===== config.mk =====
export PLATFORM = sky130hd
export DESIGN_NAME = clock_freq_meter
export DESIGN_NICKNAME = d
export VERILOG_FILES = /design/src/rtl/clock_freq_meter.sv
export SDC_FILE = /design/constraint.sdc
export NUM_CORES = 1
export LEC_CHECK = 0
export ABC_AREA = 1
export CORE_MARGIN = 10
export CORE_UTILIZATION = 63
export CTS_CLUSTER_DIAMETER = 80
export DETAILED_ROUTE_END_ITERATION = 12
export GPL_TIMING_DRIVEN = 1
export MAX_ROUTING_LAYER = met4
export PLACE_DENSITY = 0.86
export SYNTH_ARGS = -nofsm -noshare
export SYNTH_HDL_FRONTEND = slang
export SYNTH_SLANG_ARGS = --single-unit

===== constraint.sdc =====
create_clock -name clk -period 3.9 [get_ports clk]
set_clock_uncertainty 0.15 [all_clocks]
set_input_delay 0.78 -clock clk [delete_from_list [all_inputs] [get_ports clk]]
set_output_delay 0.78 -clock clk [all_outputs]
set_load 0.02 [all_outputs]

===== src/rtl/clock_freq_meter.sv =====
// Gated edge counter: counts synchronized rising edges of sig_in over a fixed
// window of clk cycles, range-checks each result and tracks a lock streak.
module clock_freq_meter #(
  parameter int unsigned GATE_CYCLES = 100,
  parameter int unsigned MIN_EDGES   = 4,
  parameter int unsigned MAX_EDGES   = 6,
  parameter int unsigned LOCK_COUNT  = 3
) (
  input  logic        clk,
  input  logic        rst,
  input  logic        en,
  input  logic        sig_in,
  output logic [30:0] edge_count,
  output logic        meas_valid,
  output logic        in_range,
  output logic        locked,
  output logic [3:0]  lock_run
);

  localparam logic [30:0] GATE_LAST = 31'(GATE_CYCLES - 1);
  localparam logic [30:0] MIN_L     = 31'(MIN_EDGES);
  localparam logic [30:0] MAX_L     = 31'(MAX_EDGES);
  localparam logic [3:0]  LOCK_L    = 4'(LOCK_COUNT);
  localparam logic [30:0] ACC_MAX   = '1;

  typedef enum logic [1:0] {IDLE, MEASURE, DONE} state_t;

  state_t      state, state_nxt;
  logic        s1, s2, s3;
  logic        edge_det;
  logic [30:0] gate, acc, acc_sum;
  logic        last_gate, res_in;
  logic [3:0]  run_nxt;

  assign edge_det  = s2 & ~s3;
  assign last_gate = (state == MEASURE) && en && (gate == GATE_LAST);
  // Accumulator saturates instead of wrapping.
  assign acc_sum   = (edge_det && (acc != ACC_MAX)) ? acc + 31'd1 : acc;
  assign res_in    = (acc_sum >= MIN_L) && (acc_sum <= MAX_L);
  assign run_nxt   = !res_in ? 4'd0 : (lock_run == 4'hf) ? 4'hf : lock_run + 4'd1;

  always_ff @(posedge clk or negedge rst) begin
    if (!rst) state <= IDLE;
    else      state <= state_nxt;
  end

  always_comb begin
    state_nxt = state;
    case (state)
      IDLE:    if (en) state_nxt = MEASURE;
      MEASURE: if (!en) state_nxt = IDLE;
               else if (gate == GATE_LAST) state_nxt = DONE;
      DONE:    state_nxt = en ? MEASURE : IDLE;
      default: state_nxt = IDLE;
    endcase
  end

  always_ff @(posedge clk or negedge rst) begin
    if (!rst) begin
      s1         <= 1'b0;
      s2         <= 1'b0;
      s3         <= 1'b0;
      gate       <= '0;
      acc        <= '0;
      edge_count <= '0;
      meas_valid <= 1'b0;
      in_range   <= 1'b0;
      locked     <= 1'b0;
      lock_run   <= '0;
    end else begin
      s1         <= sig_in;
      s2         <= s1;
      s3         <= s2;
      meas_valid <= 1'b0;
      case (state)
        MEASURE: begin
          if (!en) begin
            gate <= '0;
            acc  <= '0;
          end else begin
            gate <= gate + 31'd1;
            acc  <= acc_sum;
          end
          // Results are registered on the last gate cycle so the pulse lines up with DONE.
          if (last_gate) begin
            edge_count <= acc_sum;
            meas_valid <= 1'b1;
            in_range   <= res_in;
            lock_run   <= run_nxt;
            locked     <= res_in && (run_nxt >= LOCK_L);
          end
        end
        DONE: begin
          gate <= '0;
          acc  <= {30'd0, edge_det};
        end
        default: begin
          gate <= '0;
          acc  <= '0;
        end
      endcase
    end
  end

endmodule

==> results.sh, run 1 <==
export IMPL_yosysMostFrequentCell="nand2_1"
export IMPL_hp_class="reg2reg"
export IMPL_multi_input_area_sq_mm=0.00265
export IMPL_wl_per_cell_um=16.6
export IMPL_cp_required_ps=4070
export IMPL_synth_edf_count=0
export IMPL_final_util_pct=73.0
export IMPL_areaGrowthSynthToFinish_pct=12.6
export IMPL_wl_um=15100
export IMPL_place_area_sq_mm=0.00620
export IMPL_initial_utilization_pct=64.8
export IMPL_seqCellArea_sq_mm=0.00263
export IMPL_slew_violations=0
export IMPL_h_tree_depth=3
export IMPL_crit_path_end_kind="flip-flop"
export IMPL_gr_total_overflow=0
export IMPL_synth_area_leaders="dfrtp_1 (46%), nand2_1 (15%), nor2_1 (7.6%)"
export IMPL_power_leakage_nw=2.79
export IMPL_chipHeight_um=115
export IMPL_nNetsFinal=808
export IMPL_drive_gt1_share_pct=5.86
export IMPL_power_per_cell_area_mw_per_mm2=315
export IMPL_cts_tree="yes"
export IMPL_postRouteAntennaNets=0
export IMPL_grt_pass1_vias=4944
export IMPL_die_w_um=115
export IMPL_synthesis_area_sq_mm=0.00568
export IMPL_rsz0062_at_grt="no"
export IMPL_status="finished clean"
export IMPL_grt_use_total_pct=24.0
export IMPL_fillCellCount=720
export IMPL_post_cts_setup_buffer_count=0
export IMPL_synthFlopType="dfrtp_1"
export IMPL_initialDrtViolationCount=463
export IMPL_worst_pin_slew_ps=831
export IMPL_synth_distinct_cells=38
export IMPL_setup_viol=0
export IMPL_viasPerCell=5.64
export IMPL_place_hpwl_um=11500
export IMPL_cts_path_max_buffers=2
export IMPL_remaining_drc_errors=0
export IMPL_post_route_period_util_pct=73.2
export IMPL_grt_antenna_before_repair=0
export IMPL_insertion_delay_ps=380
export IMPL_path_clk_slew_ps=110
export IMPL_ir_worst_vdd_mv=0.204
export IMPL_syn_nets=768
export IMPL_synth_top_area_share_pct=46.3
export IMPL_min_period_ps=2860
export IMPL_die_area_sq_mm=0.0132
export IMPL_dr_pass1_iters=5
export IMPL_synth_avg_cell_area_sq_um=7.50
export IMPL_num_antenna_cells=0
export IMPL_gp_congestion=1.05
export IMPL_cts_root_buf="clkbuf_8"
export IMPL_cp_start_kind="flip-flop"
export IMPL_critPathMaxFanout=27
export IMPL_grt_max_degree=66
export IMPL_synth_area_leader_cell="dfrtp_1"
export IMPL_max_freq_mhz=350
export IMPL_synth_cells=757
export IMPL_design_area_sq_mm=0.00640
export IMPL_yosysSeqAreaShare_pct=46.3
export IMPL_numPortBuffers=41
export IMPL_setup_tns_ps=0
export IMPL_coreArea_sq_mm=0.00876
export IMPL_cts_buffers=9
export IMPL_drv_cap=0
export IMPL_synthTopCellsByCount="nand2_1 (220), nor2_1 (115), dfrtp_1 (105), inv_1 (77), o21ai_0 (47)"
export IMPL_cts_resized=0
export IMPL_num_rows=34
export IMPL_num_vias=5133
export IMPL_final_hold_viol_count=0
export IMPL_synth_seq_cells=105
export IMPL_grt_pass1_wl_um=24700
export IMPL_cp_data_arrival_time_ps=3030
export IMPL_slew_limit_headroom_pct=44.6
export IMPL_ios=42
export IMPL_crit_type="reg2reg"
export IMPL_async_flop_share_pct=100
export IMPL_yosysWarnings=0
export IMPL_clock_sinks=105
export IMPL_cts_hold_buf=0
## layout make-up
class	instances	area share (%)
timing repair buffer	48	7.59
multi-input combinational	555	41.5
sequential	105	41.1
inverter	78	4.66
tap	108	2.11
clock buffer	10	2.15
clock inverter	6	0.939
## stage by stage
| stage | total power, mW | hold slack [ps] | setup WS [ps] | instances |
|---|---|---|---|---|
| finish | 2.01 | 209 | 1040 | 910 |
| global route | 2.09 | 215 | 830 | 910 |
| CTS | 2.02 | 210 | 1080 | 910 |
| detailed placement | 1.34 | 186 | 1080 | 894 |
| global placement | 1.34 | 184 | 1090 | 894 |
| floorplan | 1.27 | 181 | 1520 | 757 |
## worst max-delay path, stage by stage (launching register included)
cell	delay, ps
dfrtp_1	420
ha_1	300
nand2_2	100
nor2_4	180
nand2_4	80
nor2_4	150
nand2_4	120
nand2_8	190
inv_6	130
or2_0	210
nand2_1	110
nand2_1	60
nor2_1	110
nand3_2	100
nor2_4	180
o211ai_1	120
nand3_1	80
## per-layer routing
metal / global-route usage (%) / vias up / wire, um
met5: - / - / 0
met4: 9.82 / 0 / 553
met1: 30.3 / 2409 / 6480
li1: - / 2496 / -
met3: 4.53 / 46 / 865
met2: 37.2 / 182 / 7170
## report_power, final
part	internal (mW)	switching, mW
clock	0.266	0.420
combinational	0.0580	0.151
sequential	1.10	0.0145
## kinds of logic after synthesis
family,Yosys count,share of synthesized area (%)
simple gates,440,33.3
flops,105,46.3
buf+inv,97,7.01
compound gates,87,8.66
xor+xnor,21,3.24
fa+ha+maj,7,1.54
## final timing paths
check	cells past startpoint	slack (ps)	start	to
max in group asynchronous	2	2540	rst	acc[23]$_DFF_PN0_
hold reg to reg	0	210	s1$_DFF_PN0_	s2$_DFF_PN0_
setup / recovery	16	1040	acc[0]$_DFF_PN0_	locked$_DFFE_PN0P_
setup reg to reg	16	1040	acc[0]$_DFF_PN0_	locked$_DFFE_PN0P_
min in group asynchronous	1	340	rst	s2$_DFF_PN0_
hold / removal	0	210	s1$_DFF_PN0_	s2$_DFF_PN0_
## cell usage in the layout, fill, tap and decap left out, types with 2 or more instances in the layout
cell,count
clkbuf_8,10
nor2_4,3
a21oi_4,2
o21ai_0,47
nand2_1,220
a21oi_1,23
nand3_2,2
o21ai_1,3
nor3_1,23
dfrtp_1,105
nand4_1,13
buf_4,6
buf_12,2
nor4_1,11
ha_1,7
nand2_4,2
xnor2_1,11
nand3_1,36
xor2_1,10
nand3b_1,2
clkdlybuf4s50_1,40
nor2_2,6
a211oi_1,2
inv_1,77
inv_6,2
nand2_2,3
o21a_1,4
nor2_1,115
inv_8,2
## registers in the layout, summed over array words and instances, names as in the netlist
register / count
edge_count: 31
s2: 1
gate: 31
meas_valid: 1
state: 2
s3: 1
acc: 31
s1: 1
in_range: 1
locked: 1
lock_run: 4
Power figures use the tool's default switching activity.
==> run 2: changes to the inputs <==
Settings changed: CORE_UTILIZATION 63 to 59, PLACE_DENSITY 0.86 to 0.81.
Clock period 3.9 ns to 2.67 ns, I/O delays scaled along.
==> run 2 against run 1 <==
Effect of this change:
- worst setup slack worse by 990 ps
- sequential share of layout area is 2.2 points lower
- clock-buffer cell count is 2 higher
- via count is 2.8% higher
- non-clock buffer count is 31 higher
- final cell count is 5.8% higher
- sequential power is 46% higher
- wire length is 3.3% higher
- combinational power is 61% higher
- die area is 5.6% higher
- final area is 5.6% higher
- maximum frequency is 9.0% higher
- largest cell class unchanged
- highest routed layer unchanged
==> results.sh, run 2 (synthesized netlist as in run 1, its figures left out) <==
export IMPL_grt_use_total_pct=22.7
export IMPL_drive_gt1_share_pct=11.9
export IMPL_cp_required_ps=2840
export IMPL_num_vias=5279
export IMPL_drv_cap=0
export IMPL_crit_path_end_kind="flip-flop"
export IMPL_insertion_delay_ps=380
export IMPL_post_route_period_util_pct=98.1
export IMPL_remaining_drc_errors=0
export IMPL_power_share_combinational_pct=11.4
export IMPL_die_w_um=118
export IMPL_cp_start_kind="flip-flop"
export IMPL_numPortBuffers=41
export IMPL_nNetsFinal=840
export IMPL_gp_congestion=1.00
export IMPL_crit_type="reg2reg"
export IMPL_place_hpwl_um=11600
export IMPL_cts_buffers=9
export IMPL_slew_violations=0
export IMPL_p_sw_mw=0.826
export IMPL_place_area_sq_mm=0.00634
export IMPL_postRouteAntennaNets=0
export IMPL_chipHeight_um=118
export IMPL_min_from="s1$_DFF_PN0_"
export IMPL_final_common_cell="nand2_1"
export IMPL_coreArea_sq_mm=0.00933
export IMPL_ir_worst_vdd_mv=0.403
export IMPL_rsz0062_at_grt="yes"
export IMPL_die_area_sq_mm=0.0139
export IMPL_power_per_cell_area_mw_per_mm2=436
export IMPL_hp_class="reg2reg"
export IMPL_power_leakage_nw=2.94
export IMPL_design_area_sq_mm=0.00675
export IMPL_ios=42
export IMPL_setup_viol=0
export IMPL_dr_pass1_iters=5
export IMPL_gr_total_overflow=0
export IMPL_grt_antenna_before_repair=0
export IMPL_num_antenna_cells=0
export IMPL_cts_path_max_buffers=2
export IMPL_critPathMaxFanout=27
export IMPL_cts_root_buf="clkbuf_8"
export IMPL_status="finished clean"
export IMPL_areaGrowthSynthToFinish_pct=18.9
export IMPL_power_frac_clock_pct=33.1
export IMPL_grt_pass1_vias=5117
export IMPL_fin_worst_hold_slack_ps=205
export IMPL_viasPerCell=5.48
export IMPL_grt_max_degree=65
export IMPL_fillCellCount=758
export IMPL_slew_limit_headroom_pct=63.8
export IMPL_num_rows=35
export IMPL_cts_tree="yes"
export IMPL_netSwitchingFraction_pct=28.0
export IMPL_p_int_mw=2.12
export IMPL_initialDrtViolationCount=387
export IMPL_wl_per_cell_um=16.2
export IMPL_power_frac_seq_pct=55.4
export IMPL_min_period_ps=2620
export IMPL_path_clk_slew_ps=110
export IMPL_initial_utilization_pct=60.9
export IMPL_max_freq_mhz=382
export IMPL_mostFrequentLayoutCells="nand2_1 (217), nor2_1 (108), dfrtp_1 (104)"
export IMPL_wl_um=15600
export IMPL_h_tree_depth=3
export IMPL_clock_sinks=105
export IMPL_reg2reg_from="acc[11]$_DFF_PN0_"
export IMPL_grt_pass1_wl_um=25500
export IMPL_cp_data_arrival_time_ps=2790
export IMPL_reg_largest_list="acc (31), edge_count (31), gate (31)"
export IMPL_worst_pin_slew_ps=543
export IMPL_final_hold_viol_count=0
export IMPL_crit_start="acc[11]$_DFF_PN0_"
==> run 2: cell count changes in the layout (fill, tap and decap cells not counted), moves of 3 or more <==
cell	previous run	this run
buf_4	6	35
nand2_1	220	217
nand2_2	3	6
nand3_1	36	32
nand3_2	2	6
nor2_1	115	108
nor2_2	6	11
==> run 2: worst paths after layout <==
check                                        endpoint  slack (ps)  cells after the start
min reg2reg                              s2$_DFF_PN0_         200                      0
max reg2reg                        locked$_DFFE_PN0P_          50                     15
max in group asynchronous          gate[23]$_DFF_PN0_        1220                      3
max                                locked$_DFFE_PN0P_          50                     15
min in group asynchronous  edge_count[11]$_DFFE_PN0P_         480                      2
min                                      s2$_DFF_PN0_         200                      0
==> run 2: cell type report <==
class,instances,area (sq um),share of cell area (%)
clock inverters,4,36.3,0.537
repair buffers,79,716,10.6
clock buffers,12,155,2.30
well taps,129,161,2.39
multi-input cells,556,2750,40.7
inverters,78,305,4.52
flip-flops and latches,105,2630,38.9
==> run 2: power groups by stage <==
stage,Sequential [mW],Combinational (mW),Clock (mW)
floorplan,1.66,0.189,0
CTS,1.63,0.319,0.984
detailed placement,1.66,0.316,0
finish,1.63,0.336,0.976
global placement,1.66,0.304,0
global route,1.63,0.381,1.04
==> run 2: critical path, cell delays in order, from the launching register on <==
cell      delay (ps)
dfrtp_1          440
nand2_1          110
nor2_1           190
nand2_1          130
nor2_4           170
nand2_4          100
nand2_8          130
inv_12            80
or2_0            200
nand2_1          100
nand2_1           60
nor2_1           130
nand3_2          110
nor2_4           230
o211ai_1         140
nand3_1           80
==> run 2: through the flow <==
step                      utilization [%]  setup WS (ps)  setup TNS (ps)  power, mW  cells
after floorplan                         -            287               0       1.85    757
after global placement               68.0            131               0       1.97    932
after detailed placement             68.0           33.3               0       1.98    932
after CTS                            70.1           12.3               0       2.94    949
after global routing                 72.4           -190           -1080       3.06    963
final                                72.4           49.6               0       2.95    963
==> run 2: what timing repair did <==
action / in CTS / in global routing
hold buffers: 1 / 0
endpoints found under the hold margin: 32 / 0
buffers inserted: 0 / 13
gates resized for setup: 0 / 31
endpoints found under the setup margin: 0 / 11
==> run 2: routing by layer <==
| metal | global-route usage [%] | vias to the layer above | part of all wire (%) |
|---|---|---|---|
| met5 | - | - | 0 |
| met4 | 7.34 | 0 | 2.4 |
| met3 | 3.88 | 36 | 6.1 |
| met2 | 39.0 | 190 | 50 |
| met1 | 26.4 | 2501 | 41 |
| li1 | - | 2552 | - |
